File: src/rtl/modbus_tx_frame_ctrl.sv
// -----------------------------------------------------------------------------
// modbus_tx_frame_ctrl
//
// Transmit-side framing controller for a Modbus RTU slave. Waits for at least
// GAP_BITS bit times of bus silence, then streams a frame of tx_len_i bytes
// from the TX frame buffer RAM into the UART transmitter back-to-back, keeping
// the RS-485 driver enabled for the whole frame.
//
// Ports:
//   clk_i, rst_i          system clock, synchronous active-high reset
//   tx_start_i, tx_len_i  frame request (accepted only in IDLE) and length
//   tx_busy_o             frame accepted and not yet finished
//   rd_en_o, rd_addr_o    frame buffer read strobe / byte address
//   rd_data_i             RAM data, valid the cycle after rd_en_o is sampled
//   uart_tx_en_o          one-cycle load pulse for the UART transmitter
//   uart_tx_data_o        byte to send, held until the next load
//   uart_tx_done_i        UART finished a byte (stop bit included)
//   rx_state_i, rx_done_i receiver activity, used for the silence timer
//   rs485_de_o            RS-485 driver enable
//   tx_frame_done_o       one-cycle pulse after the last byte completes
// -----------------------------------------------------------------------------
module modbus_tx_frame_ctrl #(
  parameter int CLK_FREQ  = 50000000,
  parameter int BAUD_RATE = 9600,
  parameter int GAP_BITS  = 35,
  parameter int ADDR_W    = 8
) (
  input  logic              clk_i,
  input  logic              rst_i,
  input  logic              tx_start_i,
  input  logic [ADDR_W:0]   tx_len_i,
  output logic              tx_busy_o,
  output logic              rd_en_o,
  output logic [ADDR_W-1:0] rd_addr_o,
  input  logic [7:0]        rd_data_i,
  output logic              uart_tx_en_o,
  output logic [7:0]        uart_tx_data_o,
  input  logic              uart_tx_done_i,
  input  logic              rx_state_i,
  input  logic              rx_done_i,
  output logic              rs485_de_o,
  output logic              tx_frame_done_o
);

  localparam int BPS     = CLK_FREQ / BAUD_RATE;
  localparam int GAP_CNT = GAP_BITS * BPS;
  localparam int CNT_W   = $clog2(GAP_CNT + 1);

  localparam logic [CNT_W-1:0] GAP_CNT_V = CNT_W'(GAP_CNT);
  localparam logic [ADDR_W:0]  MAX_LEN   = {1'b1, {ADDR_W{1'b0}}};

  typedef enum logic [2:0] {
    S_IDLE,
    S_GAP,
    S_RD,
    S_LOAD,
    S_WAIT,
    S_DONE
  } state_e;

  state_e            state_q, state_d;
  logic [CNT_W-1:0]  cnt_q, cnt_d;
  logic [ADDR_W:0]   len_q, len_d;
  logic [ADDR_W-1:0] idx_q, idx_d;
  logic              busy_q, busy_d;
  logic              rd_en_q, rd_en_d;
  logic [ADDR_W-1:0] rd_addr_q, rd_addr_d;
  logic              tx_en_q, tx_en_d;
  logic [7:0]        tx_data_q, tx_data_d;
  logic              de_q, de_d;
  logic              frame_done_q, frame_done_d;

  logic bus_quiet;
  logic is_last;

  assign bus_quiet = (cnt_q == GAP_CNT_V);
  assign is_last   = ({1'b0, idx_q} == (len_q - (ADDR_W+1)'(1)));

  // Silence timer. Our own transmission (RD/LOAD/WAIT) counts as bus
  // activity, so the gap for a following frame is measured from the last
  // completed byte rather than from the frame request.
  always_comb begin
    cnt_d = cnt_q;
    if (rx_state_i || rx_done_i || uart_tx_done_i ||
        (state_q inside {S_RD, S_LOAD, S_WAIT})) begin
      cnt_d = '0;
    end else if (!bus_quiet) begin
      cnt_d = cnt_q + CNT_W'(1);
    end
  end

  // NOTE: every signal gets a default before the case so no path leaves a
  // value unassigned; that is what keeps this block from inferring latches.
  always_comb begin
    state_d      = state_q;
    len_d        = len_q;
    idx_d        = idx_q;
    busy_d       = busy_q;
    rd_en_d      = 1'b0;
    rd_addr_d    = rd_addr_q;
    tx_en_d      = 1'b0;
    tx_data_d    = tx_data_q;
    de_d         = de_q;
    frame_done_d = 1'b0;

    unique case (state_q)
      S_IDLE: begin
        if (tx_start_i && (tx_len_i != '0)) begin
          len_d   = (tx_len_i > MAX_LEN) ? MAX_LEN : tx_len_i;
          idx_d   = '0;
          busy_d  = 1'b1;
          state_d = S_GAP;
        end
      end
      S_GAP: begin
        if (bus_quiet) begin
          rd_en_d   = 1'b1;
          rd_addr_d = idx_q;
          de_d      = 1'b1;
          state_d   = S_RD;
        end
      end
      S_RD: begin
        // RAM is sampling the address this cycle; data appears next cycle.
        state_d = S_LOAD;
      end
      S_LOAD: begin
        tx_data_d = rd_data_i;
        tx_en_d   = 1'b1;
        state_d   = S_WAIT;
      end
      S_WAIT: begin
        if (uart_tx_done_i) begin
          if (is_last) begin
            state_d = S_DONE;
          end else begin
            idx_d     = idx_q + ADDR_W'(1);
            rd_en_d   = 1'b1;
            rd_addr_d = idx_q + ADDR_W'(1);
            state_d   = S_RD;
          end
        end
      end
      S_DONE: begin
        frame_done_d = 1'b1;
        de_d         = 1'b0;
        busy_d       = 1'b0;
        state_d      = S_IDLE;
      end
      default: state_d = S_IDLE;
    endcase
  end

  // NOTE: sequential state uses non-blocking assignments so every register
  // samples the pre-edge value of its neighbours, independent of code order.
  always_ff @(posedge clk_i) begin
    if (rst_i) begin
      state_q      <= S_IDLE;
      cnt_q        <= '0;
      len_q        <= '0;
      idx_q        <= '0;
      busy_q       <= 1'b0;
      rd_en_q      <= 1'b0;
      rd_addr_q    <= '0;
      tx_en_q      <= 1'b0;
      tx_data_q    <= '0;
      de_q         <= 1'b0;
      frame_done_q <= 1'b0;
    end else begin
      state_q      <= state_d;
      cnt_q        <= cnt_d;
      len_q        <= len_d;
      idx_q        <= idx_d;
      busy_q       <= busy_d;
      rd_en_q      <= rd_en_d;
      rd_addr_q    <= rd_addr_d;
      tx_en_q      <= tx_en_d;
      tx_data_q    <= tx_data_d;
      de_q         <= de_d;
      frame_done_q <= frame_done_d;
    end
  end

  assign tx_busy_o       = busy_q;
  assign rd_en_o         = rd_en_q;
  assign rd_addr_o       = rd_addr_q;
  assign uart_tx_en_o    = tx_en_q;
  assign uart_tx_data_o  = tx_data_q;
  assign rs485_de_o      = de_q;
  assign tx_frame_done_o = frame_done_q;

endmodule

File: config.mk
export PLATFORM = sky130hd
export DESIGN_NAME = modbus_tx_frame_ctrl
export DESIGN_NICKNAME = d
export VERILOG_FILES = /design/src/rtl/modbus_tx_frame_ctrl.sv
export SDC_FILE = /design/constraint.sdc
export NUM_CORES = 1
export LEC_CHECK = 0
export BUFFER_PORTS_ARGS = -buffer_cell sky130_fd_sc_hd__buf_2
export CELL_PAD_IN_SITES_DETAIL_PLACEMENT = 1
export CELL_PAD_IN_SITES_GLOBAL_PLACEMENT = 2
export CORE_UTILIZATION = 33
export DETAILED_ROUTE_END_ITERATION = 6
export GPL_TIMING_DRIVEN = 0
export PLACE_DENSITY = 0.84
export SETUP_SLACK_MARGIN = 0.15
export SYNTH_ARGS = -nofsm -noshare
export SYNTH_HDL_FRONTEND = slang
export SYNTH_SLANG_ARGS = --single-unit
File: constraint.sdc
create_clock -name clk_i -period 2.52 [get_ports clk_i]
set_input_delay 0.252 -clock clk_i [delete_from_list [all_inputs] [get_ports clk_i]]
set_output_delay 0.252 -clock clk_i [all_outputs]
set_load 0.03 [all_outputs]
Word-level counts from Yosys, hierarchy flattened
Index checks and enable logic that the tools add are counted.
{"block": "op_classes", "add_sub_neg": 3, "n_lt_le_gt_ge": 1, "eq_ne": 11, "muxes": 22, "n_reduce_logical": 18}
{"operator": "2-to-1 mux 8 bit", "count": 4}
{"operator": "one-hot mux 8 bit (2 select lines)", "count": 2}
{"operator": "adder 18 x 1 -> 18 bit (second input constant)", "count": 1}
{"operator": "== test 18 bit (second input constant)", "count": 1}
{"operator": "one-hot mux 3 bit (5 select lines)", "count": 1}
{"operator": "2-to-1 mux 3 bit", "count": 4}
{"operator": "== test 8 x 9 -> 1 bit", "count": 1}
{"operator": "> comparator 9 bit (second input constant)", "count": 1}
{"operator": "2-to-1 mux 9 bit", "count": 1}
{"operator": "nonzero test 9 bit", "count": 1}
{"operator": "subtractor 9 x 1 -> 9 bit (second input constant)", "count": 1}
{"operator": "adder 8 x 1 -> 8 bit (second input constant)", "count": 1}
{"operator": "!= test 2 bit (second input constant)", "count": 4}
{"operator": "AND reduction 4 bit", "count": 2}
{"operator": "nonzero test 2 bit", "count": 4}
{"operator": "2-to-1 mux 1 bit", "count": 7}
{"operator": "== test 3 x 2 -> 1 bit (second input constant)", "count": 2}
{"operator": "== test 3 bit (second input constant)", "count": 2}
{"operator": "one-hot mux 1 bit (2 select lines)", "count": 3}
{"operator": "AND reduction 2 bit", "count": 3}
{"operator": "== test 3 x 1 -> 1 bit (second input constant)", "count": 1}
{"operator": "zero test 3 bit", "count": 1}
{"operator": "logical OR 1 bit", "count": 3}
{"operator": "AND reduction 3 bit", "count": 1}
{"operator": "3 further kinds", "count": 3}
{"block": "totals", "ff_bits": 59, "input_bits": 23, "out_inout_bits": 21, "word_cells": 66}

Logic depth before layout (Yosys ltp)
Gate-level depths: netlist of run 1.
{"block": "logic_depth", "depth_word": 5, "mapped_depth": 10, "depth_no_buf": 8}

Worst setup path after synthesis of run 1
OpenSTA, ideal clock, no wires.
{"block": "synth_path", "path_kind": "register to register", "from": "register len_q[0]", "to": "register idx_q[4]", "setup_ns": 0.074, "t_arrival_ns": 2.100, "t_required_ns": 2.446, "setup_slack_ns": 0.345, "stages_incl_launch_ff": 11, "path_buffers": 2, "synth_period_minus_slack_ns": 2.175, "path_cell_list": "dfxtp_1 > inv_1 > ha_1 > xnor2_1 > a311o_1 > nor4_1 > o211a_1 > buf_6 > buf_2 > o211ai_1 > a31oi_1"}
{"block": "synth_between", "elab_chain_len": 4}
{"item": "from (decl)", "line": "63", "text": "logic [ADDR_W:0] len_q, len_d;"}
{"item": "from (signal assigned)", "line": "172", "text": "len_q <= len_d;"}
{"item": "subtractor 9 x 1 -> 9 bit", "line": "77", "text": "assign is_last = ({1'b0, idx_q} == (len_q - (ADDR_W+1)'(1)));"}
{"item": "== test 8 x 9 -> 1 bit", "line": "77"}
{"item": "!= test 2 bit (no source line)"}
{"item": "AND reduction 4 bit (no source line)"}
{"item": "to (signal assigned)", "line": "173", "text": "idx_q <= idx_d;"}
{"item": "to (decl)", "line": "64", "text": "logic [ADDR_W-1:0] idx_q, idx_d;"}
Every way passes these cells.
A chain may end at the register's enable or synchronous reset.

Worst setup path in the final report of run 1
{"block": "layout_path", "from": "register state_q[0]", "to": "register idx_q[3]"}
{"block": "layout_between", "elab_chain_len": 3, "elab_cells_between_ends": 8, "classes_between": "eq/ne (4); mux (1); reduce/logical (3)"}
{"item": "from (decl)", "line": "61", "text": "state_e state_q, state_d;"}
{"item": "from (signal assigned)", "line": "170", "text": "state_q <= state_d;"}
{"item": "== test 3 bit or zero test 3 bit (tied branches)", "line": "106", "text": "unique case (state_q)"}
{"item": "!= test 2 bit (no source line) or nonzero test 2 bit (tied branches)"}
{"item": "AND reduction 4 bit (no source line)"}
Parallel ways exist; a longest one is shown, timed or not.

==> results.toml, run 1 <==
[detailed_routing]
drc = 0
drt_iter0_drc = 94
dr.pass1.iters = 4
postRouteWirelength_um = 8770
vias = 2935
drt-vias-per-instance = 5.34
wire_per_inst_um = 15.9
ant_nets = 0

[worst_setup_path]
rrSetupSlack_ns = 0.27
worstSetupPathType = "flop to flop"
cp_max_fo = 10
cp-startpoint = "state_q[0]"
crit_arrival_ns = 2.51
reg2reg_depth = 6
r2r_start = "state_q[0]"
cp-end-kind = "flop"
r2r-end = "idx_q[3]"
worstSetupStartpointType = "flop"
cp.required_ns = 2.78

[worst_hold_path]
worstHoldStart = "rd_data_i[2]"
hold_end = "uart_tx_data_o[2]"
worstHoldPathType = "input port to flop"
worstHoldPathCells = 3

[global_route]
grt_start_max_net_pins = 11
antenna_found_initial = 0
track_usage_pct = 19.3
grt_pass1_vias = 3005
grt_pass1_wl_um = 14700
gr-total-overflow = 0

[synthesis]
yosysTopAreaCell = "dfxtp_1"
ys_seq_elements = 59
synthCells = 382
synth_common_cells = "59 x dfxtp_1, 45 x nor2_1, 42 x nand2_1"
netlist.area_leader.share_pct = 38.4
synth_cell_types = 49
ys_seq_area_share_pct = 38.4
synth_area_mm2 = 0.00308
yosysMostFrequentCell = "dfxtp_1"
yosys_warnings = 0
ys.flop_type = "dfxtp_1"
avgSynthCellArea_um2 = 8.05
synthArstFlopShare_pct = 0
synth_area_leaders = "dfxtp_1 38%, nor2_1 5.5%, xor2_1 5.4%"
synth_fp_nets = 410
synth-edff-count = 0

[finish]
nFillCells = 1096
multi_input_area_mm2 = 0.00175
fin_util_pct = 41.7
syn_to_final_growth_pct = 20.5
nets = 466
drive_gt1_share_pct = 19.5
n_antenna_cell = 0
ff_latch_area_mm2 = 0.00119

[die]
start_util_pct = 34.6
ios = 44
die_h_um = 98.6
row_count = 34
core_area_mm2 = 0.00889
die_area_mm2 = 0.00971
die_w_um = 98.6

[sta]
finalSetupViolations = 0
rsz0062_at_grt = "yes"
max_slew_margin_pct = 60.2
skew_ns = 0.0127
fmax_mhz = 444
drv_slew = 0
finalCritPeriodShare_pct = 89.4
fin_crit_ns = 2.25
hold_viol_final = 0
worst_pin_slew_ns = 0.595

[cts]
cts_made_buffers = 9
cts.path.max_buffers = 2
cts.sinks = 59
htree_levels = 3
cts-root-buf = "clkbuf_8"
clock_latency_ns = 0.34
clk_pin_slew_ns = 0.07
tritoncts = "yes"
ctsHoldBuffers = 0

[place]
port_buffers = 43
hpwl_um = 6400
routabilityCongestion = 0.778

[flow_run]
max_cap_viol_count = 0

[status]
run_status = "complete, no violations"

[power]
p_leak_nw = 1.43
total_power_mw = 2.09
cellPowerDensity_mw_per_mm2 = 564
vdd_drop_max_uv = 299
[cells in the final DEF, fill, tap and decap left out, types with 6 or more instances in the layout]
master,instances
o211ai_1,7
nand3_1,18
xnor2_1,12
nand2_1,42
inv_1,21
nor2_1,44
clkbuf_8,11
a31oi_1,9
xor2_1,19
nor3_1,6
nand2b_1,6
and3_1,9
a21oi_1,16
clkbuf_1,13
a211oi_1,19
nand4_1,6
buf_2,46
dfxtp_1,56
[flip-flops by register name, summed over array words and instances (netlist names)]
| register | cells |
|---|---|
| cnt_q | 18 |
| state_q | 3 |
| rd_en_o | 1 |
| rs485_de_o | 1 |
| uart_tx_data_o | 8 |
| len_q | 9 |
| tx_busy_o | 1 |
| tx_frame_done_o | 1 |
| uart_tx_en_o | 1 |
| idx_q | 8 |
| rd_addr_o | 8 |
[per-stage QoR]
step           instances  instance area (um^2)  TNS (ns)  setup slack (ns)  hold WS (ns)
3_5_place_dp         533                  3430   -0.0753           -0.0366         0.452
6_report             550                  3710         0             0.267         0.148
4_1_cts              548                  3670         0             0.153         0.133
5_1_grt              550                  3710         0             0.119         0.140
3_3_place_gp         533                  3430         0          0.000741         0.440
2_1_floorplan        382                  3080         0             0.345         0.388
[cells by family after synthesis]
group / Yosys count / share of synthesized area [%]
buffers and inverters: 45 / 6.10
muxes: 1 / 0.325
xor gates and xnor gates: 32 / 9.35
adders and majority gates: 5 / 2.03
AOI/OAI and AO/OA: 74 / 16.7
DFF: 59 / 38.4
and+or+nand+nor: 166 / 27.1
[power by group]
part	leakage (nW)	switching (mW)	internal, mW
Sequential	0.478	0.0178	0.949
Combinational	0.851	0.141	0.0863
Clock	0.0974	0.394	0.503
Total	1.43	0.552	1.54
[critical path: stages, from the launching register on]
cell and delay, ns:
dfxtp_1 0.30, clkbuf_1 0.19, or4b_2 0.69, a31oi_2 0.21, nor2_2 0.12, or4_1 0.52
a31oi_1 0.16
[worst max path at each step]
| stage | slack (ns) | endpoint |
|---|---|---|
| after floorplan | 0.35 | idx_q[4] |
| after global placement | 0.0007 | idx_q[4] |
| after detailed placement | -0.04 | idx_q[2] |
| after CTS | 0.15 | len_q[8] |
| after global routing | 0.12 | idx_q[6] |
| final | 0.27 | idx_q[3] |
[routing by layer]
| layer | part of all wire [%] | wire length (um) | GRT usage, % | vias to the layer above |
|---|---|---|---|---|
| li1 | - | - | - | 1455 |
| met3 | 4.0 | 352 | 3.05 | 8 |
| met5 | 0 | 0 | 0 | - |
| met1 | 47 | 4100 | 25.0 | 1411 |
| met4 | 1.1 | 98 | 6.89 | 0 |
| met2 | 48 | 4210 | 32.6 | 61 |
[final cells by class]
class | instances | area share [%]
Inverter | 22 | 2.23
Clock inverter | 4 | 1.35
Multi-Input combinational cell | 278 | 47.1
Buffer | 23 | 3.31
Sequential cell | 59 | 32.0
Clock buffer | 11 | 4.09
Tap cell | 108 | 3.65
Timing Repair Buffer | 45 | 6.21
[timing repair]
item / in CTS / in global routing
gates resized for setup: 11 / 11
endpoints found under the setup margin: 20 / 34
cloned: 0 / 0
setup buffers: 0 / 2
pin swaps: 1 / 10
endpoints found under the hold margin: 0 / 0
(Power assumes the default switching activity.)
==> run 2, diff against run 1 <==
CORE_UTILIZATION = 35   (was 33)
CTS_BUF_LIST = sky130_fd_sc_hd__clkbuf_8   (was not set)
PLACE_DENSITY = 0.88   (was 0.84)
==> results.toml, run 2 (synthesis results as in run 1) <==
[detailed_routing]
postRouteWirelength_um = 8880
drt-vias-per-instance = 5.40
ant_nets = 0
dr.pass1.iters = 5
wire_per_inst_um = 16.3
vias = 2950
drt_iter0_drc = 124
drc = 0

[die]
die_h_um = 95.8
core_area_mm2 = 0.00838
start_util_pct = 36.7
row_count = 33
ios = 44
die_area_mm2 = 0.00917
die_w_um = 95.8

[cts]
cts_made_buffers = 9
clk_pin_slew_ns = 0.07
cts.sinks = 59
clock_latency_ns = 0.35
post_cts_buffers = 0
cts-root-buf = "clkbuf_8"
htree_levels = 3
cts.path.max_buffers = 2
tritoncts = "yes"

[finish]
mostFrequentLayoutCells = "56 x dfxtp_1, 45 x buf_2, 44 x nor2_1"
final_common_cell = "dfxtp_1"
registers.top_by_ff_count = "cnt_q"
nets = 464
syn_to_final_growth_pct = 23.6
largest_reg_flops = 18
largestRegisters = "cnt_q x18, len_q x9"
drive_gt1_share_pct = 20.0
n_antenna_cell = 0

[worst_setup_path]
worstSetupStartpointType = "flop"
cp_max_fo = 10
crit_arrival_ns = 2.55
worstSetupPathType = "flop to flop"
max_stage_delay_ns = 0.38
cp-startpoint = "len_q[0]"
crit_path_frequent_cell = "a211oi_1"
cp-end-kind = "flop"
slowest_stage = "dfxtp_4"
r2r-end = "rd_addr_o[7]"
reg2reg_depth = 10
critical_path.endpoint = "rd_addr_o[7]"
r2r_start = "len_q[0]"
crit_cells = 10
path_cells = "inv_1 > ha_1 > xnor2_1 > a311o_1 > nor4_2 > o211a_1 > buf_6 > buf_8 > a211oi_1 > a211oi_1"
cp.required_ns = 2.78
rrSetupSlack_ns = 0.23
cp_num_buf_inv = 3
crit_family = "compound AO/OA/AOI/OAI gates"

[sta]
fmax_mhz = 437
hold_viol_final = 0
fin_crit_ns = 2.29
finalSetupViolations = 0
drv_slew = 0
rsz0062_at_grt = "yes"
finalCritPeriodShare_pct = 90.9
skew_ns = 0.00913
worst_slack_ns = 0.230
worst_pin_slew_ns = 0.847
setup_tns_ns = 0
max_slew_margin_pct = 43.3

[global_route]
grt_pass1_wl_um = 14100
antenna_found_initial = 0
track_usage_pct = 20.4
grt_pass1_vias = 2911
grt_start_max_net_pins = 11
gr-total-overflow = 0

[place]
pre_cts_slack_ns = 0.0583
routabilityCongestion = 0.765
port_buffers = 43
hpwl_um = 6270

[power]
p_leak_nw = 1.47
cellPowerDensity_mw_per_mm2 = 635
vdd_drop_max_uv = 289

[worst_hold_path]
worstHoldPathType = "input port to flop"

[flow_run]
max_cap_viol_count = 0

[status]
run_status = "complete, no violations"
run 2: cell types whose count changed in the layout (fill, tap and decap cells not counted), sizes merged:
cell / delta
inv: +1
buf: -4
clkinvlp: -2
clkinv: -1
bufinv: +3
clkbuf: +2
run 2: report_power, final:
group          switching (mW)  internal (mW)
Clock                   0.401          0.808
Sequential             0.0188          0.949
Combinational           0.145         0.0908
run 2: worst min-delay path by stage:
| stage | depth (start not counted) | end | from | slack, ns |
|---|---|---|---|---|
| 6_report | 3 | uart_tx_data_o[7] | rd_data_i[7] | 0.13 |
| 5_1_grt | 3 | uart_tx_data_o[1] | rd_data_i[1] | 0.14 |
| 3_3_place_gp | 2 | rd_addr_o[4] | rd_addr_o[4] | 0.44 |
| 3_5_place_dp | 2 | uart_tx_data_o[7] | uart_tx_data_o[7] | 0.45 |
| 4_1_cts | 3 | uart_tx_data_o[5] | rd_data_i[5] | 0.12 |
| 2_1_floorplan | 2 | uart_tx_data_o[0] | rd_data_i[0] | 0.39 |
run 2: through the flow:
stage          utilization (%)  total power, mW  hold slack (ns)  instance area, um^2  std cells
5_1_grt                   45.4             2.49            0.140                 3800        546
3_3_place_gp              40.8             1.20            0.440                 3420        530
2_1_floorplan                -             1.13            0.388                 3080        382
6_report                  45.4             2.41            0.135                 3800        546
3_5_place_dp              40.8             1.20            0.450                 3420        530
4_1_cts                   44.3             2.42            0.125                 3710        546
run 2: repair_timing:
action                     in CTS  in global routing
hold buffers                    0                  0
setup endpoints to repair      19                 32
resized for setup               5                 27
pin swaps                       0                  8
cloned                          0                  0
run 2: tightest hold or removal path: cells and delay by family:
family          cells  cell delay (ns)
simple gates        1             0.05
compound gates      1             0.05
buf+inv             1             0.10
run 2: cell type report:
class | instances | area, um^2
Sequential cell | 59 | 1190
Inverter | 22 | 82.6
Tap cell | 105 | 131
Multi-Input combinational cell | 278 | 1770
Clock buffer | 11 | 151
Clock inverter | 5 | 124
Timing Repair Buffer | 43 | 215
Fill cell | 1038 | 4580
Buffer | 23 | 136
run 2: metal layers:
metal,up-vias,track usage (%),wire (um)
met4,0,7.71,117
met5,-,0,0
li1,1456,-,-
met2,44,33.2,4270
met3,10,4.50,280
met1,1440,26.2,4210
